`config.mk`:
```
export PLATFORM = sky130hd
export DESIGN_NAME = board_scanner
export DESIGN_NICKNAME = d
export VERILOG_FILES = /design/src/rtl/board_scanner.sv
export SDC_FILE = /design/constraint.sdc
export NUM_CORES = 1
export LEC_CHECK = 0
export CAP_MARGIN = 20
export CORE_MARGIN = 10
export CORE_UTILIZATION = 54
export CTS_BUF_LIST = sky130_fd_sc_hd__clkbuf_8
export DETAILED_ROUTE_END_ITERATION = 16
export PLACE_DENSITY_LB_ADDON = 0.3
export SYNTH_ARGS = -nofsm -noshare
export SYNTH_HDL_FRONTEND = slang
export SYNTH_SLANG_ARGS = --single-unit
```
`constraint.sdc`:
```
create_clock -name clk -period 15.7 [get_ports clk]
set_clock_uncertainty 0.2 [all_clocks]
set_input_delay 3.14 -clock clk [delete_from_list [all_inputs] [get_ports clk]]
set_output_delay 3.14 -clock clk [all_outputs]
set_load 0.05 [all_outputs]
```
`src/rtl/board_scanner.sv`:
```
// Samples the centre pixel of each 8x8 playfield cell from the framebuffer and publishes a COLS x ROWS occupancy bitmap.
// Optional macro BOARD_STABLE_EN: publish only when two consecutive scans agree.
module board_scanner #(
    parameter int          X0       = 16,
    parameter int          Y0       = 0,
    parameter int          COLS     = 10,
    parameter int          ROWS     = 18,
    parameter logic [1:0]  BG_SHADE = 2'd0,
    parameter int          RD_LAT   = 2
) (
    input  logic                   clk,
    input  logic                   reset,
    input  logic                   start,
    output logic [14:0]            fb_addr,
    input  logic [1:0]             fb_q,
    output logic [ROWS*COLS-1:0]   board,
    output logic                   board_valid,
    output logic                   busy
);
    localparam int NCELL = ROWS * COLS;
    localparam int RW    = (ROWS > 1) ? $clog2(ROWS) : 1;
    localparam int CW    = (COLS > 1) ? $clog2(COLS) : 1;
    localparam logic [14:0] A_FIRST  = 15'((Y0 + 4) * 160 + X0 + 4);
    localparam logic [14:0] COL_STEP = 15'd8;
    localparam logic [14:0] ROW_STEP = 15'(1280 - (COLS - 1) * 8);
    localparam logic [1:0]  WAIT_INIT = 2'(RD_LAT - 1);

    localparam logic [2:0] S_IDLE  = 3'd0;
    localparam logic [2:0] S_ISSUE = 3'd1;
    localparam logic [2:0] S_WAIT  = 3'd2;
    localparam logic [2:0] S_CAP   = 3'd3;
    localparam logic [2:0] S_DONE  = 3'd4;

    logic [2:0]       r_state;
    logic [RW-1:0]    r_row;
    logic [CW-1:0]    r_col;
    logic [1:0]       r_wcnt;
    logic [14:0]      r_addr;
    logic             r_pending;
    logic             r_busy;
    logic             r_valid;
    logic [NCELL-1:0] r_shadow;
    logic [NCELL-1:0] r_board;
    logic             w_hit;
    logic             w_last;
    logic             w_col_end;
    logic             w_publish;

`ifdef BOARD_STABLE_EN
    logic [NCELL-1:0] r_prev;
    logic             r_prev_vld;
    assign w_publish = r_prev_vld && (r_prev == r_shadow);
`else
    assign w_publish = 1'b1;
`endif

    assign w_hit     = (fb_q != BG_SHADE);
    assign w_col_end = (r_col == CW'(COLS - 1));
    assign w_last    = w_col_end && (r_row == RW'(ROWS - 1));

    assign fb_addr     = r_addr;
    assign board       = r_board;
    assign board_valid = r_valid;
    assign busy        = r_busy;

    always_ff @(posedge clk or posedge reset) begin
        if (reset) begin
            r_state   <= S_IDLE;
            r_row     <= '0;
            r_col     <= '0;
            r_wcnt    <= '0;
            r_addr    <= '0;
            r_pending <= 1'b0;
            r_busy    <= 1'b0;
            r_valid   <= 1'b0;
            r_shadow  <= '0;
            r_board   <= '0;
        end else begin
            r_valid <= 1'b0;
            if (start && r_state != S_IDLE && r_state != S_DONE)
                r_pending <= 1'b1;
            case (r_state)
                S_IDLE: begin
                    if (start) begin
                        r_state <= S_ISSUE;
                        r_busy  <= 1'b1;
                        r_row   <= '0;
                        r_col   <= '0;
                        r_addr  <= A_FIRST;
                    end
                end
                S_ISSUE: begin
                    r_wcnt  <= WAIT_INIT;
                    r_state <= S_WAIT;
                end
                S_WAIT: begin
                    if (r_wcnt == 2'd0) r_state <= S_CAP;
                    else                r_wcnt  <= r_wcnt - 2'd1;
                end
                S_CAP: begin
                    // Cells arrive in bit order, so a right shift lands cell 0 at bit 0 after the last one.
                    r_shadow <= {w_hit, r_shadow[NCELL-1:1]};
                    if (w_last) begin
                        r_state <= S_DONE;
                    end else begin
                        r_state <= S_ISSUE;
                        if (w_col_end) begin
                            r_col  <= '0;
                            r_row  <= r_row + RW'(1);
                            r_addr <= r_addr + ROW_STEP;
                        end else begin
                            r_col  <= r_col + CW'(1);
                            r_addr <= r_addr + COL_STEP;
                        end
                    end
                end
                S_DONE: begin
                    if (w_publish) begin
                        r_board <= r_shadow;
                        r_valid <= 1'b1;
                    end
                    if (r_pending || start) begin
                        r_pending <= 1'b0;
                        r_state   <= S_ISSUE;
                        r_row     <= '0;
                        r_col     <= '0;
                        r_addr    <= A_FIRST;
                    end else begin
                        r_state <= S_IDLE;
                        r_busy  <= 1'b0;
                    end
                end
                default: r_state <= S_IDLE;
            endcase
        end
    end

`ifdef BOARD_STABLE_EN
    always_ff @(posedge clk or posedge reset) begin
        if (reset) begin
            r_prev     <= '0;
            r_prev_vld <= 1'b0;
        end else if (r_state == S_DONE) begin
            r_prev     <= r_shadow;
            r_prev_vld <= 1'b1;
        end
    end
`endif

endmodule

```
==> summary.md <==
| Metric | Value |
|---|---|
| Core Rows | 62 |
| Worst path cell trace | clkdlybuf4s50_1 |
| Root buffer cell | clkbuf_8 |
| CTS Sinks | 390 |
| Min Hold Slack | 274.5 ps |
| Layout net count | 1558 |
| CTS tree | built |
| DP Cell Count | 1863 |
| Max clock buf depth | 3 |
| Max_cap viols | 0 |
| Most frequent cells in the layout | nand2_1, dfrtp_1, clkdlybuf4s50_1 |
| Slowest CP cell | clkdlybuf4s50_1 |
| Tot GR Track Use | 0.1792 |
| Hold crit path type | flip-flop to flip-flop |
| Clock slew at the register clock pins of the worst setup and hold paths | 60 ps |
| Non-Filler Instances | 1978 |
| WHS Path Cells | 1 |
| Crit path kind | flip-flop to output port |
| Worst slew margin | 0.2775 |
| Leakage power | 9.799 nW |
| Hold Startpoint | fb_addr[2] |
| Status | completed |
| Total core area | 0.02878 sq mm |
| Final Cycle Share | 0.3409 |
| Crit path buf inv count | 1 |
| Vias per inst | 5.123 |
| Synth cell types | 57 |
| Clock Latency Late Sink | 560 ps |
| Largest net degree at the start of global routing | 187 |
| Critical Path Max Stage Delay | 880 ps |
| R2r startpoint | r_state[0] |
| Initial core utilization | 0.5483 |
| Synth Area per Inst | 11.74 sq um |
| Family with the most delay on the worst path | buffers and inverters |
| CP Max Fanout | 10 |
| Die span in x | 190.9 microns |
| H-tree Lvls | 3 |
| Post-Syn Instances | 1344 |
| First drt pass iteration count | 4 |
| Port bufs | 199 |
| #FFs+latches synth | 390 |
| Reg2reg end | board[26] |
| Worst setup SP type | flip-flop |
| Unrepaired setup endpoints after global routing | false |
| I/O pin cnt | 202 |
| First-pass GRT wire length | 54.04 mm |
| CP Capture Type | output port |
| Predominant post-synthesis flop cell | dfrtp_1 |
| Vias in the first global route | 10.22k |
| WL final | 32.71 mm |
| Starting DRT DRC Count | 791 |
| Max Freq | 186.9 MHz |
| Critical Path RT | 12360 ps |
| Max rail drop VDD | 0.1003 mV |
| Inserted Clock Buffers | 66 |
| Tmin final | 5352 ps |
| Post-synthesis sequential area ratio | 0.6185 |
| Area of the mapped netlist | 0.01578 sq mm |
| DR vias | 10.13k |
| CTS-repair resized insts | 0 |
| Commonest non-fill, non-tap cell in the layout | nand2_1 |
| Full die area | 0.03646 sq mm |
| Antenna Violating Nets Remaining | 0 |
| Synth area leader | dfrtp_1 |
| Ys Warns | 0 |
| Layout area overhead | 21.34% |
| Top cells by area, synth | dfrtp_1, nand2_1, mux2_4, mux2_2, buf_12 |
| Final Hold Viols | 0 |
| Number of synthesized flops with an enable pin | 0 |
| Setup violation total in the final timing report | 0 |
| DRC Markers | 0 |
| Worst reg-to-reg path cell count | 4 |
| Final Max Tran Viols | 0 |
| Initial antenna violation count | 0 |
| Crit path DAT | 2010 ps |
| Flop-to-flop setup slack | 12290 ps |
| WL/cell | 16.54 microns |
| Asr flop ratio synth | 1.000 |
| WHS Endpoint | fb_addr[2] |
| Die height | 190.9 microns |
| Least-Margin Pin Slew | 1084 ps |
| HPWL Detailed | 20.28 mm |
| Total gr overflow | 0 |
| PwrDens | 125.9 mW/mm^2 |
| Total setup buffers inserted after CTS | 0 |
| Hold_buf cts | 0 |
| Yosys top cell area share | 0.6185 |
| Final Total Pwr | 2.410 mW |
| Antenna diodes | 0 |
| Proportion of layout cells with a drive suffix above 1 | 0.1888 |
| Gpl congestion | 0.8009 |
| Setup TNS Final | 0 ps |
kinds of logic (layout without fill, tap and decap cells):
kind of cell,Yosys count,in the layout,synth area share
and+or+nand+nor,615,615,0.1564
AOI/OAI and AO/OA,57,57,0.02529
muxes,188,188,0.1547
adders and majority gates,6,6,0.004757
other,1,2,0.0002376
buffers and inverters,83,332,0.03790
DFF,390,390,0.6185
xor gates and xnor gates,4,4,0.002221
per-stage QoR:
stage	setup slack (ps)	area, sq um	utilization
floorplan	1519	15780	-
global placement	10160	17790	0.6182
detailed placement	10120	17790	0.6182
CTS	10310	19150	0.6653
global route	10250	19150	0.6653
finish	10350	19150	0.6653
power by group:
group | switching, mW | leakage, nW | internal (mW) | total (mW)
clock | 0.398 | 0.770 | 0.513 | 0.911
combinational | 0.300 | 3.64 | 0.0918 | 0.391
sequential | 0.0565 | 5.39 | 1.05 | 1.11
layer usage:
layer  global-route usage  part of all wire
met1               0.2462              0.45
met2               0.2699              0.46
met3              0.05485             0.069
met4              0.05270             0.015
met5                    0                 0
registers in the layout, indices dropped and copies added (netlist names):
register,count
busy,1
fb_addr,13
board,180
r_col,4
r_state,3
r_pending,1
board_valid,1
r_shadow,180
r_wcnt,2
r_row,5
synthesized netlist by cell type, types with 3 or more instances:
cell / instances
nand2_1: 552
dfrtp_1: 390
mux2_2: 91
mux2_4: 89
buf_2: 24
buf_4: 15
clkbuf_1: 14
a21oi_1: 12
nor2_1: 12
buf_12: 10
inv_1: 10
nand3_1: 10
o21ai_0: 9
mux2i_1: 8
nand2b_1: 7
and2_1: 6
ha_1: 6
nor3_1: 6
a22oi_1: 5
buf_1: 5
buf_6: 5
nand4_1: 4
a2111o_1: 3
o22ai_1: 3
final cells by class:
| cell class | count | area, sq um |
|---|---|---|
| flip-flops and latches | 390 | 9759 |
| repair buffers | 207 | 2064 |
| inverters | 10 | 45.04 |
| multi-input cells | 872 | 5441 |
| clock inverters | 28 | 158.9 |
| well taps | 384 | 480.5 |
| fillers | 2179 | 9633 |
| clock buffers | 87 | 1197 |
worst max-delay path by stage:
stage	startpoint	to	slack, ps	cells past startpoint
floorplan	reset	board[0]	1520	1
global placement	reset	board[25]	10160	3
detailed placement	reset	board[39]	10120	3
CTS	fb_addr[4]	fb_addr[4]	10310	1
global route	fb_addr[4]	fb_addr[4]	10250	1
finish	fb_addr[4]	fb_addr[4]	10350	1
Note: power is estimated with default switching activity, not from simulation.
